**config.mk**
```make
export PLATFORM = sky130hd
export DESIGN_NAME = countdown_timer
export DESIGN_NICKNAME = d
export VERILOG_FILES = /design/src/rtl/countdown_timer.sv
export SDC_FILE = /design/constraint.sdc
export NUM_CORES = 1
export LEC_CHECK = 0
export ABC_AREA = 1
export BUFFER_PORTS_ARGS = -buffer_cell sky130_fd_sc_hd__buf_2
export CORE_ASPECT_RATIO = 1.5
export CORE_UTILIZATION = 35
export DETAILED_ROUTE_END_ITERATION = 8
export HOLD_SLACK_MARGIN = 0.02
export PLACE_DENSITY = 0.66
export SLEW_MARGIN = 15
export SYNTH_ARGS = -nofsm -noshare
export SYNTH_HDL_FRONTEND = slang
export SYNTH_SLANG_ARGS = --single-unit
```
**constraint.sdc**
```tcl
create_clock -name clk -period 1.8 [get_ports clk]
set_input_delay 0.27 -clock clk [delete_from_list [all_inputs] [get_ports clk]]
set_output_delay 0.27 -clock clk [all_outputs]
set_load 0.005 [all_outputs]
```
**src/rtl/countdown_timer.sv**
```systemverilog
// Programmable countdown timer: loadable length, one-shot or auto-reload,
// pause/abort, optional retrigger, one-cycle expiry pulse and saturating expiry count.
module countdown_timer #(
    parameter int WIDTH     = 5,
    parameter int CNT_W     = 4,
    parameter int RETRIGGER = 0
) (
    input  logic             clk,
    input  logic             rst,
    input  logic             start,
    input  logic [WIDTH-1:0] load_val,
    input  logic             auto_reload,
    input  logic             pause,
    input  logic             abort,
    output logic [WIDTH-1:0] q,
    output logic             ready,
    output logic             busy,
    output logic             paused,
    output logic             done,
    output logic             err,
    output logic [CNT_W-1:0] exp_cnt
);

    typedef enum logic [1:0] {
        IDLE = 2'd0,
        RUN  = 2'd1,
        HOLD = 2'd2
    } state_t;

    localparam bit RETRIG = (RETRIGGER != 0);

    state_t             state_reg, state_next;
    logic [WIDTH-1:0]   q_reg, q_next;
    logic [WIDTH-1:0]   reload_reg, reload_next;
    logic               mode_reg, mode_next;
    logic [CNT_W-1:0]   exp_reg, exp_next;
    logic               done_reg, done_next;
    logic               err_reg, err_next;
    logic               ready_reg, busy_reg, paused_reg;

    logic               load_ok;
    logic [CNT_W-1:0]   exp_inc;

    assign load_ok = (load_val != '0);
    assign exp_inc = (exp_reg == {CNT_W{1'b1}}) ? exp_reg : exp_reg + CNT_W'(1);

    always_ff @(posedge clk or negedge rst) begin
        if (!rst) begin
            state_reg  <= IDLE;
            q_reg      <= '0;
            reload_reg <= '0;
            mode_reg   <= 1'b0;
            exp_reg    <= '0;
            done_reg   <= 1'b0;
            err_reg    <= 1'b0;
            ready_reg  <= 1'b1;
            busy_reg   <= 1'b0;
            paused_reg <= 1'b0;
        end else begin
            state_reg  <= state_next;
            q_reg      <= q_next;
            reload_reg <= reload_next;
            mode_reg   <= mode_next;
            exp_reg    <= exp_next;
            done_reg   <= done_next;
            err_reg    <= err_next;
            ready_reg  <= (state_next == IDLE);
            busy_reg   <= (state_next == RUN) || (state_next == HOLD);
            paused_reg <= (state_next == HOLD);
        end
    end

    always_comb begin
        state_next  = state_reg;
        q_next      = q_reg;
        reload_next = reload_reg;
        mode_next   = mode_reg;
        exp_next    = exp_reg;
        done_next   = 1'b0;
        err_next    = 1'b0;

        case (state_reg)
            IDLE: begin
                if (start) begin
                    if (load_ok) begin
                        q_next      = load_val;
                        reload_next = load_val;
                        mode_next   = auto_reload;
                        exp_next    = '0;
                        state_next  = RUN;
                    end else begin
                        err_next = 1'b1;
                    end
                end
            end

            default: begin
                if (abort) begin
                    q_next     = '0;
                    state_next = IDLE;
                end else if (RETRIG && start && load_ok) begin
                    // Retrigger reloads like a fresh start but keeps the expiry history.
                    q_next      = load_val;
                    reload_next = load_val;
                    mode_next   = auto_reload;
                    state_next  = RUN;
                end else begin
                    if (RETRIG && start) begin
                        err_next = 1'b1;
                    end
                    if (pause) begin
                        state_next = HOLD;
                    end else if (q_reg > WIDTH'(1)) begin
                        // Leaving HOLD decrements on the same edge that sees pause low.
                        q_next     = q_reg - WIDTH'(1);
                        state_next = RUN;
                    end else begin
                        done_next = 1'b1;
                        exp_next  = exp_inc;
                        if (mode_reg) begin
                            q_next     = reload_reg;
                            state_next = RUN;
                        end else begin
                            q_next     = '0;
                            state_next = IDLE;
                        end
                    end
                end
            end
        endcase
    end

    assign q       = q_reg;
    assign ready   = ready_reg;
    assign busy    = busy_reg;
    assign paused  = paused_reg;
    assign done    = done_reg;
    assign err     = err_reg;
    assign exp_cnt = exp_reg;

endmodule

```
==> results of run 1 <==
worst max-delay path: cells and delay by family, from the launching register on:
family          cells  cell delay [ns]
simple gates        4             0.49
fa+ha+maj           2             0.41
flops               1             0.40
compound gates      1             0.20
buf+inv             1             0.08
per-stage QoR:
stage          hold slack, ns  total power, W  instance area (um^2)
3_3_place_gp            0.266         0.00132                  1430
4_1_cts                 0.206         0.00169                  1500
5_1_grt                 0.237         0.00183                  1510
2_1_floorplan         -0.0256         0.00111                  1230
3_5_place_dp            0.263         0.00133                  1430
6_report                0.209         0.00169                  1510
cell usage after synthesis:
master	instances	area [um^2]
dfrtp_1	21	526
inv_1	18	67.6
nor3b_1	1	7.51
nor2_8	1	20.0
a21oi_1	8	40.0
nor2_1	20	75.1
ha_1	5	62.6
o21ai_1	2	10.0
buf_2	2	10.0
xnor2_1	1	8.76
nand2_1	40	150
dfstp_2	1	26.3
or2_1	1	6.26
xor2_1	1	8.76
a21oi_2	1	8.76
o21ai_0	5	25.0
nor2_2	2	12.5
nor2_4	1	11.3
nor3_1	1	5.00
nand4_1	1	6.26
nand2_4	2	22.5
nand2_2	1	6.26
nand3_1	22	110
layout make-up:
| class | count | share of cell area |
|---|---|---|
| multi-input combinational | 116 | 0.398 |
| tap | 42 | 0.0348 |
| sequential | 22 | 0.365 |
| inverter | 18 | 0.0447 |
| clock buffer | 4 | 0.0364 |
| timing repair buffer | 32 | 0.121 |
timing repair:
action                                  in CTS  in global routing
endpoints found under the setup margin       0                  1
hold buffers                                 1                  0
hold endpoints to repair                    21                  0
setup buffers                                0                  1
resized for setup                            0                  1
metal layers:
layer	vias up	GRT usage	routed length [um]	share of wire
met5	-	0	0	0
met4	0	0.0926	41	0.015
met3	4	0.0266	104	0.038
met2	21	0.302	1420	0.51
met1	491	0.174	1190	0.43
li1	573	-	-	-
cell families after synthesis:
family	count (synthesis)
AND/OR/NAND/NOR	93
flip-flops	22
buffers and inverters	20
AO/OA/AOI/OAI	16
adder cells (fa/ha/maj)	5
XOR/XNOR	2
power by group through the flow:
stage | clock [W] | sequential [W] | combinational [W]
2_1_floorplan | 0 | 0.000708 | 0.000404
3_3_place_gp | 0 | 0.000703 | 0.000621
3_5_place_dp | 0 | 0.000707 | 0.000624
4_1_cts | 0.000364 | 0.000698 | 0.000627
5_1_grt | 0.000379 | 0.000710 | 0.000739
6_report | 0.000353 | 0.000695 | 0.000644
path summary, 6_finish.rpt:
| kind | from | end | slack, ns |
|---|---|---|---|
| hold / removal | auto_reload | mode_reg | 0.21 |
| min in group asynchronous | rst | exp_cnt[2] | 0.50 |
| max in group asynchronous | rst | ready | 0.94 |
| hold reg to reg | reload_reg[1] | reload_reg[1] | 0.49 |
| setup / recovery | q[1] | busy | 0.11 |
| setup reg to reg | q[1] | busy | 0.11 |
==> results by group, run 1 <==
Outcome
  – Status: completed

Finish
  – Most common cell after layout, fill and taps aside: nand2_1
  – Fillers: 367
  – Fin cells: 234
  – Area Growth Syn to Fin: 23.3%
  – Final net count: 209
  – Antenna diodes: 0
  – Layout cells sized above 1: 0.229
  – Multi-input logic area: 602 um^2
  – Layout Utilization: 0.447
  – Reg area: 552 um^2
  – Most frequent cells in the layout: 40 x nand2_1, 24 x buf_2, 22 x nand3_1, 21 x dfrtp_1, 20 x nor2_1

STA
  – Final Hold Fails: 0
  – Worst Setup Slack, final: 0.112 ns
  – Final setup fails: 0
  – Slew headroom: 0.666
  – Fin crit period: 1.69 ns
  – Maximum clock rate: 592 MHz
  – Unrepaired setup endpoints after global routing: false
  – Final Max Tran Viols: 0
  – Worst slew pin tran: 0.501 ns
  – Worst clock skew: 0.00334 ns
  – Fin crit share: 0.938
  – Final setup TNS: 0 ns

Setup path
  – Crit-path max cell delay: 0.40 ns
  – Critical path endpoint category: register
  – Worst setup SP type: register
  – Crit Path Class: register to register
  – R2R cell count: 8
  – CP Max Fanout: 8
  – Crit-path cells: inv_1 -> ha_1 -> nand2_1 -> nand2_4 -> nand2_4 -> or2_1 -> a21oi_2 -> ha_1
  – Slowest CP cell: dfrtp_1
  – Worst path required time: 1.95 ns
  – Worst EP arrival: 1.84 ns

Global routing
  – Global-route wire length before repair: 4460 um
  – Largest net degree at the start of global routing: 23
  – Grt ovf: 0
  – Vias in the first global route: 1,042
  – Gr usage total: 0.164
  – Initial antenna violation count: 0

Die
  – I/O pin cnt: 25
  – Die Wd: 50.3 um
  – Initial core utilization: 0.362
  – Die height: 74.5 um
  – Die ar.: 3750 um^2
  – Core area: 3380 um^2
  – Rows: 26

Power and ir drop
  – Clock share of power: 0.209
  – Pwr dens: 1120 nW/um^2
  – Static leakage: 0.855 nW
  – VDD IR max: 0.000680 V
  – Total internal power: 0.00106 W
  – Sequential share of power: 0.411
  – Sw Ratio: 0.372
  – Sw Pwr: 0.000629 W
  – Combinational power share: 0.381

Placement
  – Final HPWL from detailed placement: 2070 um
  – Placer Congestion: 0.810
  – DP Cell Count: 228
  – I/O Buffers: 24
  – Setup WS pre-CTS: 0.0825 ns

Logic synthesis
  – Mux share of post-synthesis cell area: 0
  – Sequential area share after synthesis: 0.450
  – Syn_nets: 174
  – Synth Instances: 158
  – Area fraction in compound gates after synthesis: 0.0684
  – Simple-Gate Fraction of Synth Area: 0.353
  – YS warnings: 0
  – Mean Syn Cell Area: 7.76 um^2
  – Synth unique cells: 23
  – Largest family of logic cells by synthesized area: simple AND/OR/NAND/NOR gates
  – Synth Register Bits: 22
  – Synth Area in XOR/XNOR: 0.0143
  – Cell Area, Synth: 1230 um^2
  – Fraction of the mapped netlist area in adder cells: 0.0510

Clock tree
  – CTS H-tree lvls: 1
  – Clock sink count: 22
  – Clock buffer depth: 2
  – Clock Latency Late Sink: 0.26 ns
  – TritonCTS Buffers: 3
  – Clock transition at the registers of the reported paths: 0.08 ns
  – CTS tree: done
  – Clock Tree Root: clkbuf_8

Route
  – Overall via count from detail_route: 1,089
  – DRT iter0 DRCs: 34
  – Routed WL per cell: 11.7 um
  – Via density per instance: 4.65
  – Remaining antenna violation count: 0
  – DRT Pass-1 Iters: 4
  – Routed WL: 2750 um
  – Post-route DRC violation count: 0

Hold path
  – Hold crit path type: input pin to register
  – WHS Path Cells: 3

Job
  – MaxCap Viol Count: 0
Power figures use the tool's default switching activity.
==> run 2: changes to the inputs <==
- CORE_ASPECT_RATIO: 1.5 -> 1.4
- clock period: 1.8 -> 2.1 ns (I/O delays scaled with it)
==> run 2 against run 1 <==
Against the previous run:
- routed wire length shrank 4.6%
- die area is essentially flat
- sequential power shrank 13%
==> results by group, run 2 (synthesis gave the netlist of run 1 again) <==
Clock tree
  – Clock transition at the registers of the reported paths: 0.08 ns (about the same)
  – TritonCTS Buffers: 3 (unchanged)
  – CTS tree: done
  – CTS H-tree lvls: 1 (unchanged)
  – Clock Latency Late Sink: 0.27 ns (about the same)
  – # Post-CTS Setup Buffers: 0 (unchanged)
  – Clock Tree Root: clkbuf_8
  – Resized cells post-CTS: 0 (unchanged)
  – Clock sink count: 22 (unchanged)
  – Hold buffers post-CTS: 0 (-1)
  – Clock buffer depth: 2 (unchanged)

Placement
  – Setup WS pre-CTS: 0.372 ns (+0.289 ns)
  – Placer Congestion: 0.789 (-2.5%)
  – I/O Buffers: 24 (unchanged)
  – Final HPWL from detailed placement: 2030 um (-1.9%)
  – DP Cell Count: 222 (-2.6%)

Setup path
  – Worst setup SP type: register
  – CP Max Fanout: 8 (unchanged)
  – Worst path required time: 2.25 ns (+0.30 ns)
  – Worst EP arrival: 1.90 ns (+0.06 ns)
  – Critical path endpoint category: register
  – Crit Path Class: register to register

Finish
  – Layout cells sized above 1: 0.204 (-0.0249)
  – Area Growth Syn to Fin: 18.0%
  – Antenna diodes: 0 (unchanged)
  – Most common cell after layout, fill and taps aside: nand2_1
  – Final net count: 203 (-2.9%)
  – Fin cells: 226 (-3.4%)
  – Most frequent cells in the layout: 40 x nand2_1, 24 x buf_2, 22 x nand3_1, 21 x dfrtp_1, 20 x nor2_1

Power and ir drop
  – VDD IR max: 0.000528 V (-22%)
  – Pwr dens: 945 nW/um^2 (-16%)
  – Post-route total power: 0.00137 W (-19%)
  – Static leakage: 0.820 nW (-4.1%)

Die
  – I/O pin cnt: 25 (unchanged)
  – Rows: 25 (-3.8%)
  – Die ar.: 3750 um^2 (about the same)
  – Die height: 72.0 um (-3.3%)
  – Core area: 3350 um^2 (-1.1%)
  – Die Wd: 52.0 um (+3.4%)
  – Initial core utilization: 0.366 (+0.00393)

Global routing
  – Grt ovf: 0 (unchanged)
  – Initial antenna violation count: 0 (unchanged)
  – Vias in the first global route: 998 (-4.2%)
  – Largest net degree at the start of global routing: 23 (unchanged)
  – Gr usage total: 0.158 (-0.00575)
  – Global-route wire length before repair: 4330 um (-2.9%)

Route
  – Routed WL: 2620 um (-4.6%)
  – Post-route DRC violation count: 0 (unchanged)
  – Remaining antenna violation count: 0 (unchanged)
  – DRT iter0 DRCs: 12 (-65%)
  – Overall via count from detail_route: 1,050 (-3.6%)
  – Routed WL per cell: 11.6 um (-1.2%)
  – DRT Pass-1 Iters: 4 (unchanged)
  – Via density per instance: 4.65 (-0.17%)

STA
  – Fin crit period: 1.75 ns (+0.0603 ns)
  – Final setup TNS: 0 ns (unchanged)
  – Worst clock skew: 0.00735 ns (+0.00402 ns)
  – Final setup fails: 0 (unchanged)
  – Final hold slack: 0.00343 ns (-0.206 ns)
  – Unrepaired setup endpoints after global routing: false
  – Final Max Tran Viols: 0 (unchanged)
  – Slew headroom: 0.668 (+0.00145)
  – Worst slew pin tran: 0.499 ns (-0.00218 ns)
  – Final Hold Fails: 0 (unchanged)
  – Maximum clock rate: 572 MHz (-3.4%)
  – Worst Setup Slack, final: 0.352 ns (+0.240 ns)
  – Fin crit share: 0.832 (-0.105)

Outcome
  – Status: completed

Hold path
  – Hold crit path type: input pin to async pin

Job
  – MaxCap Viol Count: 0 (unchanged)
[run 2: layout make-up]
cell class                 count  area, um^2
fill                         349        1900
multi-input combinational    116         597
sequential                    22         552
timing repair buffer          26         135
inverter                      18        67.6
tap                           40        50.0
clock buffer                   4        45.0
[run 2: path summary, 6_finish.rpt]
kind	end	cells past startpoint	from	slack, ns
worst max-delay path	busy	8	q[1]	0.35
worst min-delay path	exp_cnt[2]	1	rst	0.003
worst max register to register	busy	8	q[1]	0.35
worst min register to register	reload_reg[2]	2	reload_reg[2]	0.49
max in group asynchronous	ready	1	rst	1.73
min in group clk	mode_reg	3	auto_reload	0.24
[run 2: critical path, stage by stage, from the launching register on]
cell and delay, ns:
dfrtp_1 0.42, inv_1 0.10, ha_1 0.18, nand2_1 0.10, nand2_4 0.10, nand2_4 0.08, or2_1 0.22, a21oi_2 0.18
ha_1 0.25
[run 2: report_power, final]
group	switching (W)	leakage, nW	internal [W]
Sequential	0.0000968	0.279	0.000509
Combinational	0.000290	0.519	0.000200
Clock	0.000135	0.0228	0.000135
Total	0.000521	0.820	0.000845
[run 2: layer usage]
layer | vias up | track usage | part of all wire
li1 | 556 | - | -
met1 | 470 | 0.179 | 0.42
met2 | 19 | 0.282 | 0.52
met3 | 5 | 0.0168 | 0.033
met4 | 0 | 0.0811 | 0.024
met5 | - | 0 | 0
[run 2: through the flow]
stage	instance area [um^2]	util
detailed placement	1400	0.419
floorplan	1230	-
global route	1450	0.432
global placement	1400	0.419
finish	1450	0.432
CTS	1450	0.432
